<file path="src/rtl/dht_frame_reader_pkg.sv">
`default_nettype none
// +--------------------------------------------------------------------+
// | dht_frame_reader_pkg : shared states, error codes, frame helpers    |
// | Rev 1.0                                                            |
// +--------------------------------------------------------------------+
package dht_frame_reader_pkg;

  typedef enum logic [3:0] {
    ST_IDLE      = 4'd0,
    ST_START_LOW = 4'd1,
    ST_RELEASE   = 4'd2,
    ST_RESP_LOW  = 4'd3,
    ST_RESP_HIGH = 4'd4,
    ST_BIT_LOW   = 4'd5,
    ST_BIT_HIGH  = 4'd6,
    ST_FINISH    = 4'd7,
    ST_ERR       = 4'd8
  } state_t;

  localparam logic [1:0] ERR_NONE    = 2'd0;
  localparam logic [1:0] ERR_NORESP  = 2'd1;
  localparam logic [1:0] ERR_RESP_TO = 2'd2;
  localparam logic [1:0] ERR_BIT_TO  = 2'd3;

  localparam int FRAME_BITS = 40;

  // 8-bit sum of the four payload bytes, carry dropped, against the sum byte
  function automatic logic frame_crc_ok(input logic [39:0] f);
    logic [7:0] sum;
    sum = f[39:32] + f[31:24] + f[23:16] + f[15:8];
    return (sum == f[7:0]);
  endfunction

endpackage
`default_nettype wire

</file>
<file path="src/rtl/dht_frame_reader_us_tick.sv">
`default_nettype none
// +--------------------------------------------------------------------+
// | us_tick_gen : divides clk by CLK_MHZ into a 1 us strobe             |
// | Rev 1.0                                                            |
// +--------------------------------------------------------------------+
module us_tick_gen #(
  parameter int CLK_MHZ = 50
) (
  input  logic clk,
  input  logic rst,
  input  logic clr,
  output logic tick
);

  localparam int             CW     = (CLK_MHZ > 1) ? $clog2(CLK_MHZ) : 1;
  localparam logic [CW-1:0]  c_last = CW'(CLK_MHZ - 1);

  logic [CW-1:0] r_cnt;

  always_ff @(posedge clk) begin
    if (rst || clr) begin
      r_cnt <= '0;
    end else if (r_cnt == c_last) begin
      r_cnt <= '0;
    end else begin
      r_cnt <= r_cnt + 1'b1;
    end
  end

  assign tick = (r_cnt == c_last);

endmodule
`default_nettype wire

</file>
<file path="src/rtl/dht_frame_reader.sv">
`default_nettype none
// +--------------------------------------------------------------------+
// | dht_frame_reader : single-wire DHT11/DHT22 frame reader            |
// | Rev 1.0                                                            |
// +--------------------------------------------------------------------+
module dht_frame_reader
  import dht_frame_reader_pkg::*;
#(
  parameter int CLK_MHZ       = 50,
  parameter int START_LOW_US  = 1000,
  parameter int BIT_THRESH_US = 50,
  parameter int TIMEOUT_US    = 200
) (
  input  logic        clk,
  input  logic        rst,
  input  logic        start,
  input  logic        wire_in,
  output logic        wire_out,
  output logic        busy,
  output logic        done,
  output logic        error,
  output logic [1:0]  err_code,
  output logic [39:0] data,
  output logic        crc_ok
);

  localparam logic [15:0] c_start_low = 16'(START_LOW_US);
  localparam logic [15:0] c_thresh    = 16'(BIT_THRESH_US);
  localparam logic [15:0] c_timeout   = 16'(TIMEOUT_US);
  localparam logic [5:0]  c_last_bit  = 6'(FRAME_BITS - 1);

  state_t      r_state, w_next;
  logic [1:0]  w_err_load;
  logic        r_sync1, r_sync2, r_prev;
  logic        w_rise, w_fall;
  logic        w_tick, w_enter;
  logic [15:0] r_us_cnt, w_elapsed;
  logic [39:0] r_shift, w_shifted;
  logic [5:0]  r_bit_cnt;
  logic        w_bit;

  us_tick_gen #(.CLK_MHZ(CLK_MHZ)) u_tick (
    .clk  (clk),
    .rst  (rst),
    .clr  (w_enter),
    .tick (w_tick)
  );

  assign w_rise = ~r_prev & r_sync2;
  assign w_fall = r_prev & ~r_sync2;

  // Microseconds spent in the state including the current cycle; this makes
  // a high phase of exactly N us measure as N when its falling edge arrives.
  assign w_elapsed = (r_us_cnt == 16'hFFFF) ? 16'hFFFF : r_us_cnt + {15'd0, w_tick};
  assign w_enter   = (w_next != r_state);
  assign w_bit     = (w_elapsed >= c_thresh);
  assign w_shifted = {r_shift[38:0], w_bit};

  always_comb begin
    w_next     = r_state;
    w_err_load = ERR_NONE;
    case (r_state)
      ST_IDLE:      if (start) w_next = ST_START_LOW;
      ST_START_LOW: if (w_elapsed >= c_start_low) w_next = ST_RELEASE;
      ST_RELEASE: begin
        if (w_fall) w_next = ST_RESP_LOW;
        else if (w_elapsed >= c_timeout) begin
          w_next     = ST_ERR;
          w_err_load = ERR_NORESP;
        end
      end
      ST_RESP_LOW: begin
        if (w_rise) w_next = ST_RESP_HIGH;
        else if (w_elapsed >= c_timeout) begin
          w_next     = ST_ERR;
          w_err_load = ERR_RESP_TO;
        end
      end
      ST_RESP_HIGH: begin
        if (w_fall) w_next = ST_BIT_LOW;
        else if (w_elapsed >= c_timeout) begin
          w_next     = ST_ERR;
          w_err_load = ERR_RESP_TO;
        end
      end
      ST_BIT_LOW: begin
        if (w_rise) w_next = ST_BIT_HIGH;
        else if (w_elapsed >= c_timeout) begin
          w_next     = ST_ERR;
          w_err_load = ERR_BIT_TO;
        end
      end
      ST_BIT_HIGH: begin
        if (w_fall) w_next = (r_bit_cnt == c_last_bit) ? ST_FINISH : ST_BIT_LOW;
        else if (w_elapsed >= c_timeout) begin
          w_next     = ST_ERR;
          w_err_load = ERR_BIT_TO;
        end
      end
      ST_FINISH:    w_next = ST_IDLE;
      ST_ERR:       w_next = ST_IDLE;
      default:      w_next = ST_IDLE;
    endcase
  end

  always_comb begin
    wire_out = (r_state != ST_START_LOW);
    busy     = (r_state != ST_IDLE) && (r_state != ST_FINISH) && (r_state != ST_ERR);
    done     = (r_state == ST_FINISH);
    error    = (r_state == ST_ERR);
  end

  always_ff @(posedge clk) begin
    if (rst) begin
      r_state   <= ST_IDLE;
      r_sync1   <= 1'b1;
      r_sync2   <= 1'b1;
      r_prev    <= 1'b1;
      r_us_cnt  <= 16'd0;
      r_shift   <= 40'd0;
      r_bit_cnt <= 6'd0;
      data      <= 40'd0;
      crc_ok    <= 1'b0;
      err_code  <= ERR_NONE;
    end else begin
      r_sync1 <= wire_in;
      r_sync2 <= r_sync1;
      r_prev  <= r_sync2;
      r_state <= w_next;

      if (w_enter) r_us_cnt <= 16'd0;
      else if (w_tick && (r_us_cnt != 16'hFFFF)) r_us_cnt <= r_us_cnt + 16'd1;

      if ((r_state == ST_IDLE) && start) err_code <= ERR_NONE;
      if (w_enter && (w_next == ST_ERR)) err_code <= w_err_load;

      if ((r_state == ST_RESP_HIGH) && w_fall) r_bit_cnt <= 6'd0;

      // Frame is published on the way into FINISH so it is valid while done is high
      if ((r_state == ST_BIT_HIGH) && w_fall) begin
        r_shift   <= w_shifted;
        r_bit_cnt <= r_bit_cnt + 6'd1;
        if (r_bit_cnt == c_last_bit) begin
          data   <= w_shifted;
          crc_ok <= frame_crc_ok(w_shifted);
        end
      end
    end
  end

endmodule
`default_nettype wire
</file>
<file path="config.mk">
export PLATFORM = sky130hd
export DESIGN_NAME = dht_frame_reader
export DESIGN_NICKNAME = d
export VERILOG_FILES = /design/src/rtl/dht_frame_reader_pkg.sv /design/src/rtl/dht_frame_reader_us_tick.sv /design/src/rtl/dht_frame_reader.sv
export SDC_FILE = /design/constraint.sdc
export NUM_CORES = 1
export LEC_CHECK = 0
export CAP_MARGIN = 20
export CORE_ASPECT_RATIO = 1.1
export CORE_MARGIN = 10
export CORE_UTILIZATION = 45
export CTS_CLUSTER_SIZE = 40
export DETAILED_ROUTE_END_ITERATION = 8
export GPL_TIMING_DRIVEN = 1
export HOLD_SLACK_MARGIN = 0.12
export PLACE_DENSITY = 0.74
export SLEW_MARGIN = 10
export SYNTH_ARGS = -nofsm -noshare
export SYNTH_HDL_FRONTEND = slang
export SYNTH_HIERARCHICAL = 1
export SYNTH_SLANG_ARGS = --single-unit
export TNS_END_PERCENT = 5
</file>
<file path="constraint.sdc">
create_clock -name clk -period 4.4 [get_ports clk]
set_input_delay 0.88 -clock clk [delete_from_list [all_inputs] [get_ports clk]]
set_output_delay 0.88 -clock clk [all_outputs]
set_load 0.01 [all_outputs]
</file>
==> flow_metrics.tcl, run 1 <==
set metrics [dict create \
    htreeDepth 4 \
    synth_area_um2 5799 \
    ios 51 \
    post-cts-setup-buffers 0 \
    grt_pass1_wl_mm 22.79 \
    endpoint_kind "flip-flop" \
    holdWs_ns 0.4105 \
    clk_latency_ns 0.42 \
    power_density_nw_per_um2 366.9 \
    path_max_fanout 6 \
    fin_tns_setup_ns 0 \
    syn_avg_cell_area_um2 8.249 \
    ys_ff_latch 117 \
    drv_cap 0 \
    clock_sinks 117 \
    grt_overflow_total 0 \
    cts-buffers-inserted 17 \
    clockBufferDepth 2 \
    area_growth_pct 19.14 \
    slew_headroom_pct 38.08 \
    cts.clk_slew.worst_paths_ns 0.05 \
    drive_gt1_share_pct 9.274 \
    place_inst 870 \
    drtPass1Iterations 4 \
    synth_common_cells "184 x nand2_1, 117 x dfxtp_1, 95 x a21oi_1, 53 x nor2_1, 31 x clkbuf_1" \
    required_ns 4.75 \
    drt-vias-per-instance 5.356 \
    critPathArrivalTime_ns 4.14 \
    crit_type "flip-flop to flip-flop" \
    final_nets 763 \
    grtUsageTotal_pct 15.28 \
    status "finished clean" \
    cts_tree "done" \
    root_buffer "clkbuf_16" \
    yosysMostFrequentCell "nand2_1" \
    synthFlopType "dfxtp_1" \
    min_path_type "flip-flop to flip-flop" \
    syn_inst 703 \
    synth-edff-count 0 \
    synth_top_area_share_pct 40.39 \
    timing.fmax_mhz 264.1 \
    post-route-min-period_ns 3.787 \
    wl_per_cell_um 14.69 \
    dieArea_um2 17830 \
    drt_iter0_markers 336 \
    finalHoldViolations 0 \
    core_um2 12640 \
    die_w_um 128.2 \
    vias 4826 \
    tightest_slew_ns 0.9288 \
    dp_hpwl_mm 9.211 \
    ys_async_sr_fraction_pct 0 \
    routed_wl_mm 13.23 \
    instances_no_fill 901 \
    ys_warn_count 6 \
    finalSetupViolCount 0 \
    hold_buffers 0 \
    antenna_cells 0 \
    grt_antenna_before_repair 0 \
    yosys.area.top_type "dfxtp_1" \
    grt_max_degree 54 \
    timing.final.crit_share_pct 86.06 \
    peakVddDrop_mv 0.2333 \
    finalPower_mw 2.535 \
    crit_path_start_kind "flip-flop" \
    cts_resized 0 \
    gp_congestion 0.8635 \
    row_count 43 \
    syn_nets 734 \
    drtAntennaViolNets 0 \
    p_leak_nw 2.432 \
    report.final.slew_viol_count 0 \
    ys_seq_area_share_pct 40.39 \
    port_buffers 50 \
    grt_pass1_vias 4754 \
    die_h_um 139.1 \
    rsz0062_at_grt "false" \
    synthTopCellsByArea "dfxtp_1 40%, nand2_1 12%, a21oi_1 8.2%" \
    remaining_drc_errors 0 \
    clock_skew_ns 0.009358 \
    start_util_pct 45.87 \
    synth_cell_types 70 \
]
-- final cells by class --
cell class,instances,area (um2)
Clock buffer,20,456.7
Clock inverter,11,151.4
Fill cell,1107,5734
Inverter,11,41.29
Multi-Input combinational cell,529,3181
Sequential cell,117,2342
Tap cell,157,196.4
Timing Repair Buffer,56,540.5
-- where the power goes --
| part | internal [mW] | switching (mW) |
|---|---|---|
| Clock | 0.919 | 0.499 |
| Combinational | 0.0153 | 0.0336 |
| Sequential | 1.06 | 0.00488 |
-- metal layers --
layer	part of all wire, %	vias up	track usage, %
met1	45	2298	18.89
met5	0	-	0
li1	-	2411	-
met2	47	97	24.00
met3	5.3	20	4.665
met4	1.7	0	6.168
-- kinds of logic (layout without fill, tap and decap cells) --
kind of cell	Yosys count	in the layout	share of synthesized area [%]
AO/OA/AOI/OAI	132	132	13.98
XOR/XNOR	43	43	6.494
adder cells (fa/ha/maj)	27	27	7.638
buffers and inverters	57	98	4.811
flip-flops	117	117	40.39
multiplexers	4	4	0.7766
AND/OR/NAND/NOR	323	323	25.91
-- critical path: stages, from the launching register on --
cell and delay [ns]:
dfxtp_1 0.40, ha_1 0.17, nand2_1 0.09, nor4_1 0.21, buf_4 0.19, ha_1 0.19, ha_1 0.26, nand2_1 0.19
nor4_2 0.28, mux2i_1 0.26, nand4_2 0.18, or2_1 0.32, o41ai_2 0.37, nand3_1 0.13, nor2_1 0.20, o41ai_4 0.16
nor2_1 0.13
-- cells in the final DEF, fill, tap and decap left out, types with 5 or more instances in the layout --
master	instances
o21ai_0	6
fa_1	14
xor2_1	16
a21oi_1	95
xnor2_1	27
nand3_1	18
buf_4	6
inv_1	9
nor3_1	13
nand2_1	184
clkbuf_16	17
nor2_1	52
nand4_1	5
ha_1	13
clkdlybuf4s50_1	49
dfxtp_1	117
-- sequential cells by signal, summed over array words and instances (netlist names) --
register / cells
r_bit_cnt: 6
r_sync1: 1
r_shift: 39
r_prev: 1
crc_ok: 1
err_code: 2
data: 40
u_tick/r_cnt: 6
r_us_cnt: 16
r_sync2: 1
r_state: 4
-- path summary, 6_finish.rpt --
| kind | from | to | slack, ns | cells after the start |
|---|---|---|---|---|
| worst max-delay path | u_tick/r_cnt[0] | u_tick/r_cnt[3] | 0.61 | 16 |
| worst min register to register | r_sync1 | r_sync2 | 0.41 | 1 |
| worst min-delay path | r_sync1 | r_sync2 | 0.41 | 1 |
| worst max register to register | u_tick/r_cnt[0] | u_tick/r_cnt[3] | 0.61 | 16 |
-- through the flow --
stage | area, um2 | worst slack [ns] | utilization, %
4_1_cts | 6909 | 0.6021 | 54.65
5_1_grt | 6909 | 0.2181 | 54.65
6_report | 6909 | 0.6135 | 54.65
3_3_place_gp | 6301 | 0.7826 | 49.84
2_1_floorplan | 5799 | 0.8738 | -
3_5_place_dp | 6301 | 0.6200 | 49.84
(Power assumes the default switching activity.)
==> run 2, diff against run 1 <==
--- a/config.mk
+++ b/config.mk
@@ -6,7 +6,6 @@
 export NUM_CORES = 1
 export LEC_CHECK = 0
 export CAP_MARGIN = 20
-export CORE_ASPECT_RATIO = 1.1
 export CORE_MARGIN = 10
 export CORE_UTILIZATION = 45
 export CTS_CLUSTER_SIZE = 40
@@ -14,6 +13,7 @@
 export GPL_TIMING_DRIVEN = 1
 export HOLD_SLACK_MARGIN = 0.12
 export PLACE_DENSITY = 0.74
+export RECOVER_POWER = 25
 export SLEW_MARGIN = 10
 export SYNTH_ARGS = -nofsm -noshare
 export SYNTH_HDL_FRONTEND = slang
==> run 2 against run 1 <==
Against the previous run:
- the run now ends with capacitance limit, slew limit left
- fmax down 0.74%
- flip-flop and latch count stayed put
- sequential power barely moved
- via count shrank 0.12%
- critical endpoint is now u_tick/r_cnt[5]
- largest cell class unchanged
- largest power group unchanged
==> flow_metrics.tcl, run 2 (same netlist as run 1, synthesis figures left out) <==
set metrics [dict create \
    antenna_cells 0 \
    hold_buffers 0 \
    crit_path_start_kind "flip-flop" \
    slew_headroom_pct -44.54 \
    power_density_nw_per_um2 355.0 \
    fin_ws_ns 0.5852 \
    grt_antenna_before_repair 0 \
    tightest_slew_ns 2.168 \
    final_common_cell "nand2_1" \
    final_nets 763 \
    drtAntennaViolNets 0 \
    clock_sinks 117 \
    grt_overflow_total 0 \
    drv_cap 1 \
    row_count 41 \
    critPathArrivalTime_ns 4.15 \
    finalHoldViolations 0 \
    timing.fmax_mhz 262.1 \
    gp_congestion 0.8837 \
    min_path_type "flip-flop to flip-flop" \
    post-route-min-period_ns 3.815 \
    rsz0062_at_grt "false" \
    p_leak_nw 2.405 \
    status "finished with violations" \
    slowest_stage "dfxtp_1" \
    top_register "data" \
    grt_max_degree 53 \
    slowest_delay_ns 0.39 \
    timing.final.crit_share_pct 86.70 \
    worstPathBufferInverterCount 1 \
    vias 4820 \
    cts_resized 0 \
    drive_gt1_share_pct 8.859 \
    grtUsageTotal_pct 14.97 \
    die_w_um 133.5 \
    remaining_drc_errors 0 \
    violations "capacitance limit, slew limit" \
    htreeDepth 4 \
    peakVddDrop_mv 0.2709 \
    clockBufferDepth 2 \
    crit_type "flip-flop to flip-flop" \
    port_buffers 50 \
    ios 51 \
    crit_path_frequent_cell "ha_1" \
    place_ws_ns 0.6240 \
    routed_wl_mm 13.30 \
    reg_top3 "data: 40 flops, r_shift: 39 flops, r_us_cnt: 16 flops" \
    cts-buffers-inserted 17 \
    clk_latency_ns 0.41 \
    path_max_fanout 6 \
    cts_tree "done" \
    worstPathCellList "ha_1 -> nand2_1 -> nor4_1 -> buf_4 -> ha_1 -> ha_1 -> nand2_1 -> nor4_2 -> mux2i_1 -> nand4_2 -> or2_1 -> o41ai_2 -> nand3_1 -> nor2_1 -> o41ai_4 -> a21oi_2" \
    area_growth_pct 18.75 \
    drt_iter0_markers 408 \
    required_ns 4.74 \
    dieArea_um2 17830 \
    core_um2 12620 \
    most-common-layout-cells "184 x nand2_1, 117 x dfxtp_1, 95 x a21oi_1" \
    drt-vias-per-instance 5.256 \
    grt_pass1_wl_mm 22.46 \
    fin_tns_setup_ns 0 \
    drtPass1Iterations 5 \
    wl_per_cell_um 14.50 \
    report.final.slew_viol_count 53 \
    die_h_um 133.5 \
    dp_hpwl_mm 9.280 \
    largest_reg_flops 40 \
    cp_top_family "simple AND/OR/NAND/NOR gates" \
    start_util_pct 45.95 \
    clock_skew_ns 0.01075 \
    root_buffer "clkbuf_16" \
    finalSetupViolCount 0 \
    grt_pass1_vias 4521 \
    cts.clk_slew.worst_paths_ns 0.05 \
    post-cts-setup-buffers 0 \
    endpoint_kind "flip-flop" \
]
[run 2: final cells by class]
type,count,area (um2)
clock buffers,23,467.9
fillers,1186,5733
multi-input cells,529,3181
well taps,172,215.2
clock inverters,9,102.6
inverters,11,41.29
repair buffers,56,536.8
flip-flops and latches,117,2342
[run 2: worst paths after layout]
path | slack, ns | from | to | cells past startpoint
worst min register to register | 0.41 | r_sync1 | r_sync2 | 1
worst max-delay path | 0.59 | u_tick/r_cnt[0] | u_tick/r_cnt[5] | 16
worst max register to register | 0.59 | u_tick/r_cnt[0] | u_tick/r_cnt[5] | 16
worst min-delay path | 0.41 | r_sync1 | r_sync2 | 1
[run 2: metrics by stage]
step | hold WS [ns] | cell area [um2] | std cells | utilization, % | power [mW]
final | 0.4106 | 6887 | 917 | 54.57 | 2.445
after global routing | 0.4298 | 6887 | 917 | 54.57 | 2.515
after CTS | 0.4137 | 6890 | 917 | 54.60 | 2.462
after detailed placement | 0.4014 | 6320 | 885 | 50.08 | 1.140
after global placement | 0.4007 | 6320 | 885 | 50.08 | 1.138
after floorplan | 0.3895 | 5799 | 703 | - | 1.128
[run 2: per-layer routing]
layer  global-route usage (%)  routed length [um]  up-vias
met2                    22.69                6149      129
met5                        0                   0        -
li1                         -                   -     2414
met3                    4.211                 727       11
met1                    19.88                6282     2266
met4                    5.260                 138        0
[run 2: power breakdown]
| part | switching (mW) | leakage, nW | internal [mW] |
|---|---|---|---|
| Combinational | 0.0331 | 1.19 | 0.0151 |
| Clock | 0.470 | 0.273 | 0.858 |
| Sequential | 0.00497 | 0.943 | 1.06 |
==> run 3, diff against run 2 <==
--- a/config.mk
+++ b/config.mk
@@ -6,7 +6,6 @@
 export NUM_CORES = 1
 export LEC_CHECK = 0
 export CAP_MARGIN = 20
-export CORE_MARGIN = 10
 export CORE_UTILIZATION = 45
 export CTS_CLUSTER_SIZE = 40
 export DETAILED_ROUTE_END_ITERATION = 8
==> run 3 against run 2 <==
Against the previous run:
- non-clock buffer count did not move
- register-to-register slack got worse by 0.05 ns
- the flow still finishes with violations (capacitance limit, slew limit)
- largest power group unchanged
- critical path depth stayed put
- global-route usage up 5.7 points
- first-iteration DRC count down 5.6%
- routed wire length down 3.5%
- sequential power barely moved
==> flow_metrics.tcl, run 3 (same netlist as run 1, synthesis figures left out) <==
set metrics [dict create \
    grt_pass1_wl_mm 21.69 \
    port_buffers 50 \
    timing.fmax_mhz 258.5 \
    gp_congestion 0.8783 \
    grtUsageTotal_pct 20.70 \
    seq_area_um2 2342 \
    final_area_um2 6848 \
    die_h_um 115.5 \
    core_um2 12570 \
    grt_antenna_before_repair 0 \
    post-cts-setup-buffers 0 \
    clk_latency_ns 0.42 \
    cts-buffers-inserted 17 \
    final_nets 763 \
    path_max_fanout 6 \
    holdWs_ns 0.4086 \
    slowest_stage "dfxtp_1" \
    endpoint_kind "flip-flop" \
    multiInputGateArea_um2 3181 \
    critPathArrivalTime_ns 4.20 \
    slowest_delay_ns 0.41 \
    post-route-min-period_ns 3.869 \
    worstPathBufferInverterCount 1 \
    violations "capacitance limit, slew limit" \
    largest_reg_flops 40 \
    finalPower_mw 2.342 \
    min_path_type "flip-flop to flip-flop" \
    drtPass1Iterations 6 \
    reg_top3 "data: 40 flops, r_shift: 39 flops, r_us_cnt: 16 flops" \
    p_leak_nw 2.375 \
    tightest_slew_ns 1.867 \
    wl_per_cell_um 13.99 \
    hold_buffers 0 \
    crit_path_frequent_cell "ha_1" \
    cp_top_family "simple AND/OR/NAND/NOR gates" \
    fin_tns_setup_ns 0 \
    instances_no_fill 917 \
    drive_gt1_share_pct 8.993 \
    dieArea_um2 13340 \
    clock_skew_ns 0.01753 \
    routed_wl_mm 12.83 \
    most-common-layout-cells "184 x nand2_1, 117 x dfxtp_1, 95 x a21oi_1" \
    final_common_cell "nand2_1" \
    slew_headroom_pct -24.45 \
    root_buffer "clkbuf_16" \
    cts.clk_slew.worst_paths_ns 0.06 \
    rsz0062_at_grt "false" \
    peakVddDrop_mv 0.3141 \
    worstPathCellList "ha_1 -> nand2_1 -> nor4_1 -> buf_4 -> ha_1 -> ha_1 -> nand2_1 -> nor4_2 -> mux2i_1 -> nand4_2 -> or2_1 -> o41ai_2 -> nand3_1 -> nor2_1 -> o41ai_4 -> nor2_1" \
    required_ns 4.74 \
    grt_pass1_vias 4672 \
    report.final.slew_viol_count 169 \
    top_register "data" \
    finalHoldViolations 0 \
    finalSetupViolCount 0 \
    htreeDepth 4 \
    start_util_pct 46.14 \
    row_count 41 \
    clock_sinks 117 \
    cts_resized 0 \
    place_area_um2 6320 \
    area_growth_pct 18.08 \
    place_inst 885 \
    crit_type "flip-flop to flip-flop" \
    cts_tree "done" \
    drt_iter0_markers 385 \
    antenna_cells 0 \
    crit_path_start_kind "flip-flop" \
    grt_overflow_total 0 \
    timing.final.crit_share_pct 87.92 \
    ios 51 \
    status "finished with violations" \
    die_w_um 115.5 \
    drtAntennaViolNets 0 \
    grt_max_degree 82 \
    vias 4827 \
    clockBufferDepth 2 \
    remaining_drc_errors 0 \
    dp_hpwl_mm 8.839 \
    fillerInstances 1157 \
    drv_cap 3 \
    drt-vias-per-instance 5.264 \
    power_density_nw_per_um2 342.0 \
]
-- run 3: cell types whose count changed in the layout (fill, tap and decap cells not counted), sizes merged --
cell,before,now
clkbuf,25,24
bufinv,2,0
clkinvlp,3,6
clkinv,5,7
buf,5,3
-- run 3: per-layer routing --
layer  wire length [um]  share of wire (%)  track usage [%]
met5                  0                  0                0
met2               5957                 46            31.70
met1               6107                 48            27.43
met4                179                1.4            8.571
met3                586                4.6            5.858
-- run 3: path summary, 6_finish.rpt --
kind	startpoint	endpoint	slack (ns)	depth (start not counted)
max	u_tick/r_cnt[0]	u_tick/r_cnt[4]	0.53	16
min	r_sync1	r_sync2	0.41	1
min reg2reg	r_sync1	r_sync2	0.41	1
max reg2reg	u_tick/r_cnt[0]	u_tick/r_cnt[4]	0.53	16
-- run 3: cell type report --
class	count	share of cell area (%)
Multi-Input combinational cell	529	46.45
Sequential cell	117	34.20
Timing Repair Buffer	56	7.729
Clock buffer	20	6.669
Tap cell	172	3.143
Clock inverter	12	1.206
Inverter	11	0.6030
-- run 3: report_power, final --
| group | switching [mW] | internal [mW] | total (mW) | leakage (nW) |
|---|---|---|---|---|
| Sequential | 0.00506 | 1.06 | 1.07 | 0.943 |
| Clock | 0.481 | 0.744 | 1.22 | 0.250 |
| Combinational | 0.0332 | 0.0152 | 0.0484 | 1.18 |
-- run 3: stage by stage --
step / worst slack [ns] / utilization (%)
final: 0.5313 / 54.48
after global routing: 0.1556 / 54.48
after CTS: 0.5671 / 54.57
after detailed placement: 0.6114 / 50.28
after global placement: 0.7604 / 50.28
after floorplan: 0.8738 / -
==> RTL edit 1, RTL diff (settings of run 2) <==
`CLK_MHZ` is set to 50 in 2 places; all go to 100.
--- a/src/rtl/dht_frame_reader_us_tick.sv
+++ b/src/rtl/dht_frame_reader_us_tick.sv
@@ -5,5 +5,5 @@
 // +--------------------------------------------------------------------+
 module us_tick_gen #(
-  parameter int CLK_MHZ = 50
+  parameter int CLK_MHZ = 100
 ) (
   input  logic clk,
--- a/src/rtl/dht_frame_reader.sv
+++ b/src/rtl/dht_frame_reader.sv
@@ -7,5 +7,5 @@
   import dht_frame_reader_pkg::*;
 #(
-  parameter int CLK_MHZ       = 50,
+  parameter int CLK_MHZ       = 100,
   parameter int START_LOW_US  = 1000,
   parameter int BIT_THRESH_US = 50,
Behaviour: no difference found for any inputs over 10 cycles, from zero or initial values and one cycle with rst high; that may be too few to reach the edited logic, so the function may still have changed.
==> RTL edit 1 against run 2 <==
Non-clock buffer count is 1 lower. Global-route usage up 0.34 points. Final area up 1.1%. Synthesized cell count up 0.85%. Setup slack worse by 0.074 ns. Critical path depth down 1. Via count rose by 2.5%. Maximum frequency is 1.9% lower. Largest cell class unchanged. Count of clock-buffer cells in the layout fell by 2. Synthesized area up 0.39%. Wire length increased by 1.6%. Critical path type unchanged. Sequential cell count rose by 1. Power increased by 6.1%. The flow still finishes with violations (capacitance limit, slew limit).
==> RTL edit 1: results (changes against run 2) <==
[outcome]
status = finished, violations left  ; unchanged
violations = capacitance limit, slew limit  ; unchanged

[yosys]
ys_seq_area_share_pct = 40.58  ; was 40.39%
yosys-top-cells-count = nand2_1 (185), dfxtp_1 (118), a21oi_1 (98)  ; was nand2_1 (184), dfxtp_1 (117), a21oi_1 (95)
yosys.cell_types.count = 68  ; was 70
synth_area_leaders = dfxtp_1 (41%), nand2_1 (12%), a21oi_1 (8.4%), fa_1 (4.8%), xnor2_1 (3.8%)  ; was dfxtp_1 (40%), nand2_1 (12%), a21oi_1 (8.2%), fa_1 (4.8%), xnor2_1 (4.1%)
ys.flop_type = dfxtp_1  ; unchanged
synth_nets = 740  ; was 734

[timing]
max_freq_mhz = 257.1  ; was 262.1 MHz
slew_viol_final = 56  ; was 53
fin_skew_ns = 0.006857  ; was 0.01075 ns
tightest_slew_ns = 2.314  ; was 2.168 ns

[grt]
grtUsageTotal_pct = 15.31  ; was 14.97%
grt_pass1_vias = 4748  ; was 4521
grt_pass1_wl_um = 22880  ; was 22460 µm
grt_max_degree = 56  ; was 53

[clock_tree]
clk_pin_slew_worst_paths_ns = 0.05  ; about the same
cts_resized = 0  ; unchanged
cts_root_buffer = clkbuf_16  ; unchanged
postCtsSetupBuffers = 0  ; unchanged

[power_and_ir_drop]
power.share.switching_pct = 20.38  ; was 20.76%
pg_clk_w = 0.00147  ; was 0.00133 W
leakagePower_nw = 2.430  ; was 2.405 nW
ir_worst_vdd_mv = 0.2180  ; was 0.2709 mV
pg_comb_w = 0.0000477  ; was 0.0000482 W

[critical_path]
crit_path_max_fanout = 7  ; was 6
slowest_stage = dfxtp_1  ; unchanged

[route]
drtPass1Iterations = 7  ; was 5
vias = 4942  ; was 4820
drt_iter0_markers = 356  ; was 408
drt-total-wl_um = 13520  ; was 13300 µm

[layout]
fin_nets = 768  ; was 763
drive_above_1_share_pct = 8.533  ; was 8.859%

[placement]
gp_congestion = 0.8691  ; was 0.8837
dpl_cell_area_mm2 = 0.006335  ; was 0.006320 mm²
hpwl_um = 9382  ; was 9280 µm

[job]
drv_cap = 1  ; unchanged

==> RTL edit 1: layer usage <==
layer	track usage (%)	vias up	wire length, µm
li1	-	2444	-
met1	19.19	2323	6097
met2	24.59	151	6397
met3	4.098	24	816
met4	5.744	0	204
met5	0	-	0
==> RTL edit 1: per-stage QoR <==
| stage | setup slack, ns | hold slack [ns] | power [W] | instances |
|---|---|---|---|---|
| 5_1_grt | 0.09392 | 0.4336 | 0.002669 | 922 |
| 3_3_place_gp | 0.8055 | 0.3986 | 0.001146 | 890 |
| 6_report | 0.5110 | 0.4134 | 0.002595 | 922 |
| 2_1_floorplan | 1.191 | 0.3895 | 0.001136 | 709 |
| 4_1_cts | 0.5485 | 0.4126 | 0.002615 | 922 |
| 3_5_place_dp | 0.6187 | 0.3983 | 0.001148 | 890 |
==> RTL edit 1: worst paths after layout <==
kind | from | to | slack (ns) | cells past startpoint
setup / recovery | u_tick/r_cnt[0] | u_tick/r_cnt[6] | 0.51 | 15
hold / removal | r_sync1 | r_sync2 | 0.41 | 1
setup reg to reg | u_tick/r_cnt[0] | u_tick/r_cnt[6] | 0.51 | 15
hold reg to reg | r_sync1 | r_sync2 | 0.41 | 1
==> RTL edit 1: cell type report <==
cell class                      count  area, µm²
Clock inverter                     11      171.4
Clock buffer                       21      460.4
Inverter                           10      37.54
Tap cell                          172      215.2
Sequential cell                   118       2362
Multi-Input combinational cell    535       3187
Timing Repair Buffer               55      529.3
Fill cell                        1122       5708
==> RTL edit 1: cells by family (layout without fill, tap and decap cells) <==
kind of cell    Yosys count  count (layout)  share of synthesized area, %
compound gates          135             135                         13.80
xor+xnor                 42              42                         6.318
fa+ha+maj                27              27                         7.608
buf+inv                  56              97                         4.728
flops                   118             118                         40.58
mux                       4               4                        0.7736
simple gates            327             327                         26.20
==> RTL edit 2, RTL diff (flow settings as in run 2) <==
Made on the original files. Add an input register stage for `start` and `wire_in`, cleared by the reset; this delays them by one clock.
--- a/src/rtl/dht_frame_reader.sv
+++ b/src/rtl/dht_frame_reader.sv
@@ -29,4 +29,17 @@
   localparam logic [15:0] c_timeout   = 16'(TIMEOUT_US);
   localparam logic [5:0]  c_last_bit  = 6'(FRAME_BITS - 1);
+
+  logic start_q;
+  logic wire_q;
+
+  always_ff @(posedge clk) begin
+    if (rst) begin
+      start_q <= '0;
+      wire_q  <= '0;
+    end else begin
+      start_q <= start;
+      wire_q  <= wire_in;
+    end
+  end
 
   state_t      r_state, w_next;
@@ -61,5 +74,5 @@
     w_err_load = ERR_NONE;
     case (r_state)
-      ST_IDLE:      if (start) w_next = ST_START_LOW;
+      ST_IDLE:      if (start_q) w_next = ST_START_LOW;
       ST_START_LOW: if (w_elapsed >= c_start_low) w_next = ST_RELEASE;
       ST_RELEASE: begin
@@ -124,5 +137,5 @@
       err_code  <= ERR_NONE;
     end else begin
-      r_sync1 <= wire_in;
+      r_sync1 <= wire_q;
       r_sync2 <= r_sync1;
       r_prev  <= r_sync2;
@@ -132,5 +145,5 @@
       else if (w_tick && (r_us_cnt != 16'hFFFF)) r_us_cnt <= r_us_cnt + 16'd1;
 
-      if ((r_state == ST_IDLE) && start) err_code <= ERR_NONE;
+      if ((r_state == ST_IDLE) && start_q) err_code <= ERR_NONE;
       if (w_enter && (w_next == ST_ERR)) err_code <= w_err_load;
 
Formal check against the unedited RTL: not equivalent (Yosys sat finds a counterexample within 4 cycles, from zero or initial values and one cycle with rst high).
==> RTL edit 2 against run 2 <==
The flow still finishes with violations (capacitance limit, slew limit). Synthesized area up 1.1%. Setup slack worse by 0.26 ns. Maximum frequency down 6.5%. Sequential cell count up 2. Power up 4.2%. Wire length up 5.9%. Final area up 1.7%. Critical endpoint is now u_tick/r_cnt[4].
==> RTL edit 2: results (changes against run 2) <==
[timing]
fin_skew_ns = 0.006446  ; was 0.01075 ns
worst_hold_slack_ns = 0.4089  ; was 0.4106 ns
slew_viol_final = 42  ; was 53
tightest_slew_ns = 1.747  ; was 2.168 ns
min_period_over_period_pct = 92.70  ; was 86.70%

[route]
drt-total-wl_um = 14090  ; was 13300 µm
viasPerCell = 5.474  ; was 5.256
drt_iter0_markers = 479  ; was 408
route.met3.wl_um = 826  ; was 727 µm
met1_length_um = 6471  ; was 6282 µm

[placement]
hpwl_um = 9574  ; was 9280 µm
preCtsSetupSlack_ns = 0.3975  ; was 0.6240 ns
dpl_cell_area_mm2 = 0.006409  ; was 0.006320 mm²
placedCellCount = 892  ; was 885

[yosys]
synth_nets = 742  ; was 734
synthMuxAreaShare_pct = 0.5123  ; was 0.7767%
avgSynthCellArea_um2 = 8.245  ; was 8.249 µm²
synth_compound_area_share_pct = 14.71  ; was 13.98%
ys_seq_area_share_pct = 40.64  ; was 40.39%
synthAdderAreaFrac_pct = 7.556  ; was 7.638%
yosys-top-cells-count = nand2_1 (184), dfxtp_1 (119), a21oi_1 (87)  ; was nand2_1 (184), dfxtp_1 (117), a21oi_1 (95)

[grt]
use_met1_pct = 19.32  ; was 19.88%
gr-usage-met3_pct = 5.676  ; was 4.211%
grt_util_met2_pct = 24.81  ; was 22.69%
grtUsageTotal_pct = 15.80  ; was 14.97%
grt_max_degree = 87  ; was 53

[critical_path]
slowest_stage = or4_4  ; was dfxtp_1
r2r_slack_ns = 0.32  ; was 0.59 ns
crit_arrival_ns = 4.42  ; was 4.15 ns
r2r-end = u_tick/r_cnt[4]  ; was u_tick/r_cnt[5]
crit_path_max_fanout = 9  ; was 6

[layout]
fin_nets = 770  ; was 763
drive_above_1_share_pct = 8.267  ; was 8.859%
finalNonFillerCells = 922  ; was 917

[outcome]
status = finished, violations left  ; unchanged
violations = capacitance limit, slew limit  ; unchanged

[power_and_ir_drop]
leakagePower_nw = 2.357  ; was 2.405 nW

[job]
drv_cap = 1  ; unchanged

## RTL edit 2: cell types whose count changed in the layout (fill, tap and decap cells not counted), sizes merged, moves of 5 or more
| cell | run 2 | this run |
|---|---|---|
| o21ai | 7 | 16 |
| xor2 | 16 | 11 |
| a21oi | 96 | 89 |
| and2 | 1 | 6 |
| nor4 | 7 | 21 |
| nor2 | 53 | 33 |
## RTL edit 2: power breakdown
part	switching, W	internal (W)	total (W)
clock	0.000480	0.000926	0.00141
combinational	0.0000370	0.0000146	0.0000516
sequential	0.00000622	0.00108	0.00109
## RTL edit 2: final cells by class
| cell class | instances | area, µm² |
|---|---|---|
| Sequential cell | 119 | 2382 |
| Tap cell | 172 | 215.2 |
| Timing Repair Buffer | 57 | 544.3 |
| Clock inverter | 8 | 121.4 |
| Multi-Input combinational cell | 537 | 3237 |
| Inverter | 7 | 26.28 |
| Clock buffer | 22 | 474.2 |
| Fill cell | 1142 | 5670 |
